`config.mk`:
```
export PLATFORM = sky130hd
export DESIGN_NAME = counter_mod_updown_flat
export DESIGN_NICKNAME = d
export VERILOG_FILES = /design/src/rtl/counter_mod_updown_if.sv /design/src/rtl/counter_mod_updown.sv /design/src/flat_wrapper.sv
export SDC_FILE = /design/constraint.sdc
export NUM_CORES = 1
export LEC_CHECK = 0
export ABC_AREA = 1
export CORE_UTILIZATION = 25
export CTS_BUF_LIST = sky130_fd_sc_hd__clkbuf_4
export CTS_CLUSTER_SIZE = 8
export DETAILED_ROUTE_END_ITERATION = 7
export PLACE_DENSITY_LB_ADDON = 0.1
export SYNTH_ARGS = -nofsm -noshare
export SYNTH_HDL_FRONTEND = slang
export SYNTH_SLANG_ARGS = --single-unit
export TNS_END_PERCENT = 50
```
`constraint.sdc`:
```
create_clock -name clk -period 1.5 [get_ports clk]
set_input_delay 0.15 -clock clk [delete_from_list [all_inputs] [get_ports clk]]
set_output_delay 0.15 -clock clk [all_outputs]
set_load 0.05 [all_outputs]
```
`src/rtl/counter_mod_updown_if.sv`:
```
// Control and status bundle for one counter_mod_updown stage.
// The master drives the count controls; the slave (the counter) returns count and flags.
interface counter_mod_updown_if #(
  parameter int N_BITS = 3
);
  logic              en;
  logic              ripple_in;
  logic              up_dn;
  logic              load;
  logic [N_BITS-1:0] load_val;
  logic [1:0]        mode;
  logic [N_BITS-1:0] count;
  logic              ripple;
  logic              overflow;
  logic              done;

  modport master (
    output en, ripple_in, up_dn, load, load_val, mode,
    input  count, ripple, overflow, done
  );

  modport slave (
    input  en, ripple_in, up_dn, load, load_val, mode,
    output count, ripple, overflow, done
  );
endinterface

```
`src/rtl/counter_mod_updown.sv`:
```
// Up/down counter modulo MAX_VAL+1 with load, enable, chain carry and
// wrap / saturate / one-shot terminal-count modes.
module counter_mod_updown #(
  parameter int N_BITS  = 3,
  parameter int MAX_VAL = 2**N_BITS - 1
) (
  input logic                 clk,
  input logic                 asyn_rst,
  counter_mod_updown_if.slave bus
);

  typedef enum logic {
    ST_RUN  = 1'b0,
    ST_HALT = 1'b1
  } state_t;

  localparam logic [N_BITS-1:0] MAX_C  = N_BITS'(MAX_VAL);
  localparam logic [N_BITS-1:0] ZERO_C = '0;
  localparam logic [N_BITS-1:0] ONE_C  = N_BITS'(1);

  localparam logic [1:0] MODE_SAT  = 2'b01;
  localparam logic [1:0] MODE_ONCE = 2'b10;

  state_t            state_q, state_d;
  logic [N_BITS-1:0] count_q, count_d;
  logic              overflow_q, overflow_d;
  logic              step;
  logic              term;

  always_comb begin
    step = bus.en & bus.ripple_in & (state_q == ST_RUN);
    term = bus.up_dn ? (count_q == MAX_C) : (count_q == ZERO_C);
  end

  // Carry-out stays combinational so a whole chain advances on one edge.
  assign bus.ripple   = step & term;
  assign bus.count    = count_q;
  assign bus.overflow = overflow_q;
  assign bus.done     = (state_q == ST_HALT);

  always_comb begin
    count_d    = count_q;
    overflow_d = 1'b0;
    state_d    = state_q;

    if (bus.load) begin
      count_d = (bus.load_val > MAX_C) ? MAX_C : bus.load_val;
      state_d = ST_RUN;
    end else begin
      if ((state_q == ST_HALT) && (bus.mode != MODE_ONCE)) begin
        state_d = ST_RUN;
      end

      if (step) begin
        if (!term) begin
          count_d = bus.up_dn ? (count_q + ONE_C) : (count_q - ONE_C);
        end else begin
          case (bus.mode)
            MODE_SAT: begin
              overflow_d = 1'b1;
            end
            MODE_ONCE: begin
              state_d = ST_HALT;
            end
            default: begin
              count_d    = bus.up_dn ? ZERO_C : MAX_C;
              overflow_d = 1'b1;
            end
          endcase
        end
      end
    end
  end

  always_ff @(posedge clk or posedge asyn_rst) begin
    if (asyn_rst) begin
      count_q    <= '0;
      overflow_q <= 1'b0;
      state_q    <= ST_RUN;
    end else begin
      count_q    <= count_d;
      overflow_q <= overflow_d;
      state_q    <= state_d;
    end
  end

endmodule
```
`src/flat_wrapper.sv`:
```
// flat-port wrapper written by rule: the top's interface ports become plain ports
module counter_mod_updown_flat 
#(
  parameter int N_BITS  = 3,
  parameter int MAX_VAL = 2**N_BITS - 1
)
  (clk, asyn_rst, bus_en, bus_ripple_in, bus_up_dn, bus_load, bus_load_val, bus_mode, bus_count, bus_ripple, bus_overflow, bus_done);
  counter_mod_updown_if #(.N_BITS(N_BITS)) bus_i ();
  input logic clk;
  input logic asyn_rst;
  input wire logic [$bits(bus_i.en)-1:0] bus_en;
  input wire logic [$bits(bus_i.ripple_in)-1:0] bus_ripple_in;
  input wire logic [$bits(bus_i.up_dn)-1:0] bus_up_dn;
  input wire logic [$bits(bus_i.load)-1:0] bus_load;
  input wire logic [$bits(bus_i.load_val)-1:0] bus_load_val;
  input wire logic [$bits(bus_i.mode)-1:0] bus_mode;
  output wire logic [$bits(bus_i.count)-1:0] bus_count;
  output wire logic [$bits(bus_i.ripple)-1:0] bus_ripple;
  output wire logic [$bits(bus_i.overflow)-1:0] bus_overflow;
  output wire logic [$bits(bus_i.done)-1:0] bus_done;
  assign bus_i.en = bus_en;
  assign bus_i.ripple_in = bus_ripple_in;
  assign bus_i.up_dn = bus_up_dn;
  assign bus_i.load = bus_load;
  assign bus_i.load_val = bus_load_val;
  assign bus_i.mode = bus_mode;
  assign bus_count = bus_i.count;
  assign bus_ripple = bus_i.ripple;
  assign bus_overflow = bus_i.overflow;
  assign bus_done = bus_i.done;
  counter_mod_updown #(.N_BITS(N_BITS), .MAX_VAL(MAX_VAL)) u_core (.clk(clk), .asyn_rst(asyn_rst), .bus(bus_i));
endmodule
```
==> impl_metrics.ini <==
[drt]
wl_per_cell_um = 9.461
drt_iter0_markers = 11
antenna_left = 0
drc = 0
drt_first_pass_iters = 4
num_vias = 465
routed_wl_um = 965
via_per_inst = 4.559

[floorplanning]
ioPinCount = 17
dieArea_sq_mm = 0.001871
fp.coreArea_sq_mm = 0.001541
die_height_um = 43.25
fp-row-count = 14
initial_utilization_pct = 27.60
dieWidth_um = 43.25

[global_route]
grt_max_degree = 7
grt_pass1_wl_mm = 1.752
grt_remaining_overflow = 0
grtUsageTotal_pct = 13.19
antenna_found_initial = 0
grt_pass1_vias = 444

[clocking]
cts.clk_slew.worst_paths_ns = 0.05
root_buffer = clkbuf_4
max-clock-path-buffers = 2
clk_latency_ns = 0.24
cts_tree = done
cts_sinks = 5
cts.htree.levels = 1
cts_buffers = 3

[critical_path]
worstSetupPathType = reg2out
r2r-start = u_core.bus.count[0]
path_cells = nor2_2 -> nand2_2 -> a21boi_4 -> buf_12
max_stage_delay_ns = 0.44
crit_slowest_cell = dfrtp_2
crit_arrival_ns = 1.25
cp_max_fo = 5
worstSetupEndpointType = output port
reg2reg_slack_ns = 0.12
startpoint_type = flop
path_delay_family = flip-flops
r2r-end = u_core.bus.count[2]
reg2reg_depth = 8
crit_buf_inv = 1
worst_ep_required_time_ns = 1.35

[placed_design]
dp_hpwl_um = 779.6
place.gp.congestion = 0.7332
place_area_sq_um = 644.4
portBuffers = 16

[timing]
hold_viol_final = 0
slew_headroom_pct = 85.35
finalCritPeriodShare_pct = 93.25
period_needed_ns = 1.399
finClkSkew_ns = 0.004707
hold_ws_ns = 0.1166
setup_tns_ns = 0
worstMarginPinSlew_ns = 0.2195
final_max_slew_viol_count = 0
rsz0062_at_grt = false
setup_viol = 0
max_freq_mhz = 714.9

[final_layout]
finish.utilization_pct = 44.97
multi_input_area_sq_um = 267.8
nFillCells = 163
regArea_sq_um = 128.9
area_growth_syn_to_layout_pct = 62.94
final_cell_mix = 21 x nand2_1, 10 x buf_4, 9 x clkdlybuf4s50_1
final_nets = 101
antenna_cells = 0
final_common_cell = nand2_1
final_layout_size_suffix_gt1_share_pct = 37.21
fin_area_sq_um = 693.2

[run]
maxCapViolations = 0

[logic_synthesis]
seq_area_frac_synth_pct = 29.41
netlist-cell-type-count = 16
syn_nets = 74
syn_area_sq_um = 425.4
yosysWarnings = 0
synth-seq-cells = 5
avgSynthCellArea_sq_um = 7.090
syn_inst = 60

[pwr]
power_uw = 679.2
power_density_mw_per_mm2 = 979.8
leakage_nw = 0.3790
ir_drop_mv = 0.3650

[hold_path]
hold_path.class = in2async

[run_status]
status = finished, final reports clean
[stage by stage]
| step | instances | setup WS [ns] |
|---|---|---|
| floorplan | 60 | 0.04763 |
| detailed placement | 97 | -0.04304 |
| global route | 102 | 0.01388 |
| finish | 102 | 0.1012 |
| CTS | 102 | 0.02528 |
| global placement | 97 | -0.03043 |
[registers in the layout, summed over array words and instances (netlist names)]
register / flops
u_core.bus.done: 1
u_core.bus.overflow: 1
u_core.bus.count: 3
[what timing repair did]
item / in CTS / in global routing
pin swaps: 1 / 1
hold buffers: 0 / 0
setup buffers: 1 / 0
resized for setup: 1 / 3
gates cloned: 0 / 0
setup endpoints to repair: 1 / 1
[worst max-delay path by stage]
stage / startpoint / end / slack [ns] / cells after the start
after floorplan: u_core.bus.count[1] / u_core.bus.done / 0.05 / 5
after global placement: bus_up_dn / u_core.bus.count[2] / -0.03 / 10
after detailed placement: bus_up_dn / u_core.bus.count[2] / -0.04 / 10
after CTS: bus_up_dn / bus_ripple / 0.03 / 6
after global routing: u_core.bus.count[0] / bus_ripple / 0.01 / 4
final: u_core.bus.count[1] / bus_ripple / 0.10 / 4
[cells in the mapped netlist, drive strengths merged]
cell type,number,share of area [%]
inv,10,8.8
or2,2,2.9
nor2,6,5.3
nand3,4,4.7
nand2,25,26
a21boi,1,4.4
a21oi,3,7.1
ha,2,5.9
o21ai,1,1.2
dfrtp,5,29
fa,1,4.7
[report_power, final]
group | switching, mW | internal [mW] | leakage [nW] | total [mW]
Sequential | 0.0375 | 0.158 | 0.0605 | 0.196
Combinational | 0.183 | 0.127 | 0.300 | 0.310
Clock | 0.0545 | 0.119 | 0.0184 | 0.173
[layer usage]
| metal | vias up | part of all wire (%) | GRT usage (%) |
|---|---|---|---|
| met5 | - | 0 | 0 |
| met4 | 0 | 2.0 | 10.91 |
| met3 | 2 | 5.9 | 2.553 |
| met2 | 18 | 44 | 20.30 |
| met1 | 211 | 48 | 15.50 |
| li1 | 234 | - | - |
[kinds of logic after synthesis]
group,Yosys count,synth area share [%]
buf+inv,10,8.824
flops,5,29.41
fa+ha+maj,3,10.59
compound gates,5,12.65
simple gates,37,38.53
[final cells by class]
cell class                      instances  area share [%]
Tap cell                               16           2.888
Inverter                               10           5.415
Multi-Input combinational cell         45           38.63
Timing Repair Buffer                   22           30.14
Sequential cell                         5           18.59
Clock buffer                            4           4.332
No activity file was read; power rests on OpenSTA's default activity.
